## src/rtl/multi_cycle_control.sv

```systemverilog
// Multi-cycle MIPS controller FSM.
// Sequences a shared ALU, a unified instruction/data memory and the register file
// through fetch/decode/execute/memory/writeback. Memory accesses wait on mem_ready.
// A watchdog sends the FSM to HALT if an access stalls too long.
//
// Parameters:
//   TIMEOUT_CYCLES : max mem_ready-low cycles per access (0 disables the watchdog)
// Ports:
//   clk, rst          : clock (rising edge), asynchronous active-high reset
//   opcode, funct     : IR[31:26] / IR[5:0], opcode valid from DECODE onward
//   zero              : ALU zero flag (branch decision)
//   mem_ready         : memory completes the current access this cycle
//   pc_write, iord, mem_read, mem_write, ir_write, reg_dst, mem_to_reg, reg_write,
//   ext_op, alu_src_a, alu_src_b, alu_op, pc_source : datapath controls
//   instr_done        : pulse on the last cycle of each instruction
//   illegal           : pulse when an unsupported opcode/funct is decoded
//   halted            : high while in HALT
//   state             : current state (debug)
module multi_cycle_control #(
    parameter int unsigned TIMEOUT_CYCLES = 16
) (
    input  logic       clk,
    input  logic       rst,
    input  logic [5:0] opcode,
    input  logic [5:0] funct,
    input  logic       zero,
    input  logic       mem_ready,
    output logic       pc_write,
    output logic       iord,
    output logic       mem_read,
    output logic       mem_write,
    output logic       ir_write,
    output logic       reg_dst,
    output logic       mem_to_reg,
    output logic       reg_write,
    output logic       ext_op,
    output logic [1:0] alu_src_a,
    output logic [1:0] alu_src_b,
    output logic [3:0] alu_op,
    output logic [1:0] pc_source,
    output logic       instr_done,
    output logic       illegal,
    output logic       halted,
    output logic [3:0] state
);

    localparam logic [5:0] OP_RTYPE = 6'b000000;
    localparam logic [5:0] OP_LW    = 6'b100011;
    localparam logic [5:0] OP_SW    = 6'b101011;
    localparam logic [5:0] OP_BEQ   = 6'b000100;
    localparam logic [5:0] OP_J     = 6'b000010;
    localparam logic [5:0] OP_ADDI  = 6'b001000;
    localparam logic [5:0] OP_ORI   = 6'b001101;

    localparam logic [3:0] ALU_ADD  = 4'b0000;
    localparam logic [3:0] ALU_SUB  = 4'b0001;
    localparam logic [3:0] ALU_AND  = 4'b0010;
    localparam logic [3:0] ALU_OR   = 4'b0011;
    localparam logic [3:0] ALU_XOR  = 4'b0100;
    localparam logic [3:0] ALU_SLL  = 4'b0101;
    localparam logic [3:0] ALU_SRL  = 4'b0110;
    localparam logic [3:0] ALU_SRA  = 4'b0111;
    localparam logic [3:0] ALU_SLT  = 4'b1000;
    localparam logic [3:0] ALU_SLTU = 4'b1001;

    localparam int unsigned CNT_W =
        (TIMEOUT_CYCLES < 2) ? 1 : $clog2(TIMEOUT_CYCLES + 1);
    // Counter value on the last permitted wait cycle of an access.
    localparam logic [CNT_W-1:0] LAST_WAIT = CNT_W'(TIMEOUT_CYCLES - 1);

    typedef enum logic [3:0] {
        StFetch   = 4'd0,
        StDecode  = 4'd1,
        StMemAddr = 4'd2,
        StMemRd   = 4'd3,
        StMemWb   = 4'd4,
        StMemWr   = 4'd5,
        StExecR   = 4'd6,
        StRWb     = 4'd7,
        StBranch  = 4'd8,
        StJump    = 4'd9,
        StExecI   = 4'd10,
        StIWb     = 4'd11,
        StHalt    = 4'd15
    } state_e;

    state_e           state_q, state_d;
    logic [CNT_W-1:0] cnt_q, cnt_d;

    logic       r_funct_ok;
    logic       r_is_shift;
    logic [3:0] r_alu_op;
    logic       op_legal;
    logic       is_wait_state;
    logic       timeout;

    // R-type funct decode.
    always_comb begin
        r_funct_ok = 1'b1;
        r_is_shift = 1'b0;
        r_alu_op   = ALU_ADD;
        case (funct)
            6'b100000: r_alu_op = ALU_ADD;
            6'b100010: r_alu_op = ALU_SUB;
            6'b100100: r_alu_op = ALU_AND;
            6'b100101: r_alu_op = ALU_OR;
            6'b100110: r_alu_op = ALU_XOR;
            6'b000000: begin r_alu_op = ALU_SLL; r_is_shift = 1'b1; end
            6'b000010: begin r_alu_op = ALU_SRL; r_is_shift = 1'b1; end
            6'b000011: begin r_alu_op = ALU_SRA; r_is_shift = 1'b1; end
            6'b101010: r_alu_op = ALU_SLT;
            6'b101011: r_alu_op = ALU_SLTU;
            default:   r_funct_ok = 1'b0;
        endcase
    end

    always_comb begin
        case (opcode)
            OP_RTYPE:                                     op_legal = r_funct_ok;
            OP_LW, OP_SW, OP_BEQ, OP_J, OP_ADDI, OP_ORI:  op_legal = 1'b1;
            default:                                      op_legal = 1'b0;
        endcase
    end

    assign is_wait_state = (state_q == StFetch) || (state_q == StMemRd) ||
                           (state_q == StMemWr);
    // mem_ready on the final wait cycle still completes the access.
    assign timeout = (TIMEOUT_CYCLES != 0) && is_wait_state && !mem_ready &&
                     (cnt_q == LAST_WAIT);

    // State register and watchdog counter.
    always_ff @(posedge clk or posedge rst) begin
        if (rst) begin
            state_q <= StFetch;
            cnt_q   <= '0;
        end else begin
            state_q <= state_d;
            cnt_q   <= cnt_d;
        end
    end

    // Next-state logic.
    always_comb begin
        state_d = state_q;
        case (state_q)
            StFetch: begin
                if (timeout)        state_d = StHalt;
                else if (mem_ready) state_d = StDecode;
            end
            StDecode: begin
                case (opcode)
                    OP_LW, OP_SW:    state_d = StMemAddr;
                    OP_RTYPE:        state_d = r_funct_ok ? StExecR : StFetch;
                    OP_BEQ:          state_d = StBranch;
                    OP_J:            state_d = StJump;
                    OP_ADDI, OP_ORI: state_d = StExecI;
                    default:         state_d = StFetch;
                endcase
            end
            StMemAddr: state_d = (opcode == OP_LW) ? StMemRd : StMemWr;
            StMemRd: begin
                if (timeout)        state_d = StHalt;
                else if (mem_ready) state_d = StMemWb;
            end
            StMemWr: begin
                if (timeout)        state_d = StHalt;
                else if (mem_ready) state_d = StFetch;
            end
            StExecR:  state_d = StRWb;
            StExecI:  state_d = StIWb;
            StHalt:   state_d = StHalt;
            default:  state_d = StFetch;
        endcase
    end

    // Only a wait state looping on itself keeps counting; any transition clears.
    always_comb begin
        if (is_wait_state && (state_d == state_q)) cnt_d = cnt_q + CNT_W'(1);
        else                                       cnt_d = '0;
    end

    // Output logic.
    always_comb begin
        pc_write   = 1'b0;
        iord       = 1'b0;
        mem_read   = 1'b0;
        mem_write  = 1'b0;
        ir_write   = 1'b0;
        reg_dst    = 1'b0;
        mem_to_reg = 1'b0;
        reg_write  = 1'b0;
        ext_op     = 1'b1;
        alu_src_a  = 2'b00;
        alu_src_b  = 2'b00;
        alu_op     = ALU_ADD;
        pc_source  = 2'b00;
        instr_done = 1'b0;
        illegal    = 1'b0;
        halted     = 1'b0;
        case (state_q)
            StFetch: begin
                mem_read  = 1'b1;
                alu_src_b = 2'b01;
                pc_write  = mem_ready;
                ir_write  = mem_ready;
            end
            StDecode: begin
                alu_src_b = 2'b11;
                illegal   = !op_legal;
            end
            StMemAddr: begin
                alu_src_a = 2'b01;
                alu_src_b = 2'b10;
            end
            StMemRd: begin
                mem_read = 1'b1;
                iord     = 1'b1;
            end
            StMemWb: begin
                reg_write  = 1'b1;
                mem_to_reg = 1'b1;
                instr_done = 1'b1;
            end
            StMemWr: begin
                mem_write  = 1'b1;
                iord       = 1'b1;
                instr_done = mem_ready;
            end
            StExecR: begin
                alu_src_a = r_is_shift ? 2'b10 : 2'b01;
                alu_op    = r_alu_op;
            end
            StRWb: begin
                reg_write  = 1'b1;
                reg_dst    = 1'b1;
                alu_op     = r_alu_op;
                instr_done = 1'b1;
            end
            StBranch: begin
                alu_src_a  = 2'b01;
                alu_op     = ALU_SUB;
                pc_source  = 2'b01;
                pc_write   = zero;
                instr_done = 1'b1;
            end
            StJump: begin
                pc_source  = 2'b10;
                pc_write   = 1'b1;
                instr_done = 1'b1;
            end
            StExecI: begin
                alu_src_a = 2'b01;
                alu_src_b = 2'b10;
                alu_op    = (opcode == OP_ORI) ? ALU_OR : ALU_ADD;
                ext_op    = (opcode != OP_ORI);
            end
            StIWb: begin
                reg_write  = 1'b1;
                alu_op     = (opcode == OP_ORI) ? ALU_OR : ALU_ADD;
                ext_op     = (opcode != OP_ORI);
                instr_done = 1'b1;
            end
            StHalt: halted = 1'b1;
            default: ;
        endcase
        // Reset silences everything, including the FETCH read request.
        if (rst) begin
            pc_write   = 1'b0;
            iord       = 1'b0;
            mem_read   = 1'b0;
            mem_write  = 1'b0;
            ir_write   = 1'b0;
            reg_dst    = 1'b0;
            mem_to_reg = 1'b0;
            reg_write  = 1'b0;
            ext_op     = 1'b0;
            alu_src_a  = 2'b00;
            alu_src_b  = 2'b00;
            alu_op     = ALU_ADD;
            pc_source  = 2'b00;
            instr_done = 1'b0;
            illegal    = 1'b0;
            halted     = 1'b0;
        end
    end

    assign state = state_q;

endmodule

```

## config.mk

```make
export PLATFORM = sky130hd
export DESIGN_NAME = multi_cycle_control
export DESIGN_NICKNAME = d
export VERILOG_FILES = /design/src/rtl/multi_cycle_control.sv
export SDC_FILE = /design/constraint.sdc
export NUM_CORES = 1
export LEC_CHECK = 0
export BUFFER_PORTS_ARGS = -buffer_cell sky130_fd_sc_hd__buf_2
export CAP_MARGIN = 15
export CORE_ASPECT_RATIO = 1.2
export CORE_MARGIN = 2
export CORE_UTILIZATION = 46
export CTS_CLUSTER_SIZE = 16
export DETAILED_ROUTE_END_ITERATION = 12
export PLACE_DENSITY = 0.77
export SYNTH_ARGS = -nofsm -noshare
export SYNTH_HDL_FRONTEND = slang
export SYNTH_SLANG_ARGS = --single-unit
```

## constraint.sdc

```tcl
create_clock -name clk -period 2.2 [get_ports clk]
set_input_delay 0.44 -clock clk [delete_from_list [all_inputs] [get_ports clk]]
set_output_delay 0.44 -clock clk [all_outputs]
set_load 0.01 [all_outputs]
```

* Word-level counts from Yosys, hierarchy flattened
Index checks and enable logic that the tools add are counted.
** Word-level totals
- Bits of input ports :: 16
- Logic and storage cells :: 105
- Bits in registers :: 9
- Output and inout port bits :: 26
** Operators by class
- Muxes and demuxes :: 49
- $add $sub $neg :: 1
- Reductions and logical operators :: 23
- Equality and inequality tests :: 30
** Operator list (number)
- == test 6 bit (second input constant) :: 9
- case mux 4 bit (9 select lines) :: 1
- case mux 4 bit (8 select lines) :: 1
- two-way mux 4 bit :: 7
- two-way mux 1 bit :: 24
- == test 4 bit (second input constant) :: 5
- case mux 4 bit (5 select lines) :: 1
- == test 6 x 2 -> 1 bit (second input constant) :: 3
- == test 4 x 3 -> 1 bit (second input constant) :: 4
- OR reduction 2 bit :: 7
- == test 6 x 4 -> 1 bit (second input constant) :: 2
- zero test 6 bit :: 2
- case mux 4 bit (3 select lines) :: 1
- two-way mux 2 bit :: 5
- OR reduction 10 bit :: 1
- OR reduction 3 bit :: 3
- == test 4 x 2 -> 1 bit (second input constant) :: 2
- case mux 2 bit (2 select lines) :: 2
- == test 6 x 3 -> 1 bit (second input constant) :: 1
- two-way mux 3 bit :: 2
- inequality test 6 x 4 -> 1 bit (second input constant) :: 1
- case mux 2 bit (3 select lines) :: 1
- OR reduction 6 bit :: 1
- adder 5 x 1 -> 5 bit (second input constant) :: 1
- other kinds (11) :: 16

* Logic depth before layout (Yosys ltp)
- Depth after elaboration :: 10
- Depth in mapped cells :: 8
- Gate-level depth less buffers :: 8

* Worst setup path before layout
OpenSTA, ideal clock, no wires.
- Kind :: register -> output
- Start :: register state_q[0], in the netlist state[0]
- End :: output pc_write
- Slack :: 0.007 ns
- Data required time :: 1.760 ns
- Stages on the path, launching flop included :: 4
- Path buffers :: 1
- Arrival time :: 1.753 ns
- Cell sequence :: dfrtp_1 clkbuf_1 or3b_2 a2111oi_0
** Between the ends
- Word-level cells in the longest chain between the ends :: 3
- Elaborated cells between the ends (all ways) :: 5
- Classes of those cells :: eq/ne: 2; mux: 2; reduce/logical: 1
** RTL lines
- start, declared :: line 87 : state_e state_q, state_d;
- start signal, assigned :: line 134 : state_q <= StFetch;
- start signal, assigned :: line 137 : state_q <= state_d;
- == test 4 bit / zero test 4 bit (equally long branches) :: line 200 : case (state_q)
- case mux 1 bit (3 select lines) (*) :: line 200
- two-way mux 1 bit (*) :: line 267 : if (rst) begin
- end, declared :: line 28 : output logic pc_write,
Mark *: on every way between the ends. The rest lies on a longest branch, timed or not.

* Final worst setup path
- Start :: input opcode[2]
- End :: output illegal
** Between the ends
- Word-level cells in the longest chain between the ends :: 6
- Elaborated cells between the ends (all ways) :: 12
- Classes of those cells :: eq/ne: 6; mux: 3; reduce/logical: 3
** RTL lines
- start, declared :: line 24 : input logic [5:0] opcode,
- == test 6 bit (tied with other cells) :: line 118 : case (opcode)
- OR reduction 6 bit :: line 118
- case mux 1 bit (2 select lines) (*) :: line 118
- zero test 1 bit (*) :: line 209 : illegal = !op_legal;
- two-way mux 1 bit (*) :: line 200
- two-way mux 1 bit (*) :: line 267
- end, declared :: line 42 : output logic illegal,
Marks and branches as above.

==> impl_metrics.csv <==
group,metric,value,unit
clocking,hold_buffers,0,
place,placed_cell_area,0.00154,mm²
critical_path,worstSetupPathType,"input pin to output port",
clocking,cts_tree,"done",
timing,rsz0062_at_grt,"yes",
yosys,synth.distinct_cells,52,
floorplan,num_io_pins,42,
power_and_ir_drop,cellLeakagePower,0.000758,µW
global_route,grt_pass1_wl,5170,µm
yosys,ys_seq_elements,9,
power_and_ir_drop,peakVddDrop,0.524,mV
timing,setup_viol,1,
clocking,cts_buffers,3,
timing,finalHoldViolCount,0,
layout,diodes,0,
yosys,ys_seq_area_share,17.9,%
clocking,clkTransAtPathRegs,60,ps
routing,routed_wl,3370,µm
routing,via_per_inst,5.59,
global_route,grt_pass1_vias,1265,
global_route,grt_start_max_net_pins,16,
layout,final_cell_area,0.00167,mm²
yosys,ys.flop_type,"dfrtp_1",
floorplan,core_area,0.00258,mm²
yosys,synth_area,0.00126,mm²
place,preCtsSetupSlack,-51.4,ps
routing,wl_per_cell,12.8,µm
critical_path,end_kind,"output port",
timing,min_period,2250,ps
global_route,grt_usage,21.1,%
clocking,cts_root_buffer,"clkbuf_4",
timing,slew_violations,0,
clocking,htreeDepth,1,
run_status,violations,"setup timing",
global_route,antenna_found_initial,0,
place,place_congestion,0.809,
yosys,yosysMostFrequentCell,"nor2_1",
floorplan,die-area,0.00317,mm²
clocking,cts.sinks,9,
timing,finClkSkew,9.41,ps
timing,fin_ws,-51.5,ps
routing,drt_first_pass_iters,4,
critical_path,reg2reg_depth,8,
layout,layout-drive-gt1-share,38.1,%
routing,detail-route-antenna-nets,0,
place,port_buffers,41,
yosys,synth_top_cell_by_area,"dfrtp_1",
critical_path,crit_required,1760,ps
routing,drt_iter0_drc,38,
yosys,ys_warn_count,0,
yosys,synth-async-reset-ratio,100,%
floorplan,start_util,48.8,%
layout,area_growth,32.4,%
yosys,ys_top_cells_by_count,"nor2_1, nor3_1, o21ai_0",
timing,finalCritPeriodShare,102,%
worst_hold_path,hold_path_class,"input pin to async pin",
timing,fmax,444,MHz
critical_path,start_kind,"input pin",
timing,slew_headroom,73.1,%
yosys,ys_top_cells_by_area,"dfrtp_1, nor2_1, nor3_1",
yosys,synth_top_area_share,17.9,%
floorplan,rows,20,
clocking,cts_buffer_depth,2,
run_status,outcome,"finished with violations",
yosys,syn_inst,176,
routing,drc_errors,0,
floorplan,die_h,61.3,µm
floorplan,die_w,51.8,µm
timing,worst_slew_pin_slew,402,ps
yosys,synth_edf_count,0,
run,cap_violations,0,
place,hpwlAfterDp,2480,µm
global_route,overflow,0,
critical_path,worstPathMaxFanout,2,
clocking,clock_latency,260,ps
layout,nets,250,
routing,vias,1475,
critical_path,cp.arrival,1810,ps
yosys,avgSynthCellArea,7.15,µm²
yosys,synth_fp_nets,194,
power_and_ir_drop,powerDensity,701,mW/mm²
## placed cells by master (no fill, tap or decap), drive strengths merged, types with 2 or more instances in the layout
cell type  Yosys  final
nor2b          2      2
or2            4      4
a31oi          3      3
o21ai         12     12
nor3          14     14
xor2           3      3
a22oi          2      2
ha             2      2
nand3          8      8
or3b           2      2
nor2          20     20
and3           2      2
dfrtp          9      9
or3            2      2
a211oi         2      2
inv            6      6
nand2b         9      9
o211ai         2      2
nand2         10     10
a21oi          8      8
buf            6     67
a2111oi        2      2
clkbuf        10      4
and2           2      2
and3b          2      2
o21a           2      2
xnor2          5      5
nor4b          3      3
nor4           7      7
## flip-flops by register name, indices dropped and copies added, names as in the netlist
name	cells
cnt_q	5
state	4
## metrics by stage
step | hold WS (ps) | std cells | util [%] | setup TNS [ps] | total power [µW]
3_3_place_gp | 450 | 252 | 59.6 | -42.6 | 961
4_1_cts | 342 | 257 | 61.9 | -48.7 | 1120
3_5_place_dp | 453 | 252 | 59.6 | -51.4 | 964
2_1_floorplan | 282 | 176 | - | 0 | 755
5_1_grt | 392 | 264 | 64.7 | -88.5 | 1260
6_report | 345 | 264 | 64.7 | -51.5 | 1170
## kinds of logic (layout without fill, tap and decap cells)
family,Yosys count,count (layout),synth area share (%)
compound gates,42,42,23.1
xor+xnor,8,8,5.57
fa+ha+maj,2,2,1.99
buf+inv,22,77,10.0
flops,9,9,17.9
mux,2,2,1.69
simple gates,91,91,39.8
## area by class of cell
cell class	count	area, µm²
clock buffer	4	26.3
sequential	9	225
tap	33	41.3
multi-input combinational	145	933
inverter	6	22.5
timing repair buffer	67	418
fill	242	911
## what timing repair did
action / 4_1_cts / 5_1_grt
setup buffers: 1 / 7
pin swaps: 0 / 1
gates resized for setup: 5 / 6
cloned: 0 / 0
setup endpoints to repair: 2 / 5
## layer usage
layer  global-route usage [%]  routed length, µm  vias up
met5                        0                  0        -
met4                     2.26                  0        0
met3                     3.64                113        0
met2                     42.7               1800       36
met1                     23.8               1460      682
li1                         -                  -      757
## power breakdown
| group | internal (µW) | switching (µW) |
|---|---|---|
| sequential | 198 | 23.2 |
| combinational | 373 | 449 |
| clock | 69.7 | 55.4 |
## critical path, stage by stage
cell and delay [ps]:
buf_6 90, or3b_4 380, or4_4 430, and3_4 180
nor3b_2 140, buf_2 140
## final timing paths
check	startpoint	endpoint	slack (ps)
max	opcode[2]	illegal	-50
min	rst	state[1]$_DFF_PP0_	350
max reg2reg	cnt_q[0]$_DFF_PP0_	cnt_q[2]$_DFF_PP0_	140
min reg2reg	cnt_q[0]$_DFF_PP0_	cnt_q[0]$_DFF_PP0_	450
max in group asynchronous	rst	cnt_q[1]$_DFF_PP0_	1710
min in group clk	cnt_q[0]$_DFF_PP0_	cnt_q[0]$_DFF_PP0_	450
Note: power is estimated with default switching activity, not from simulation.
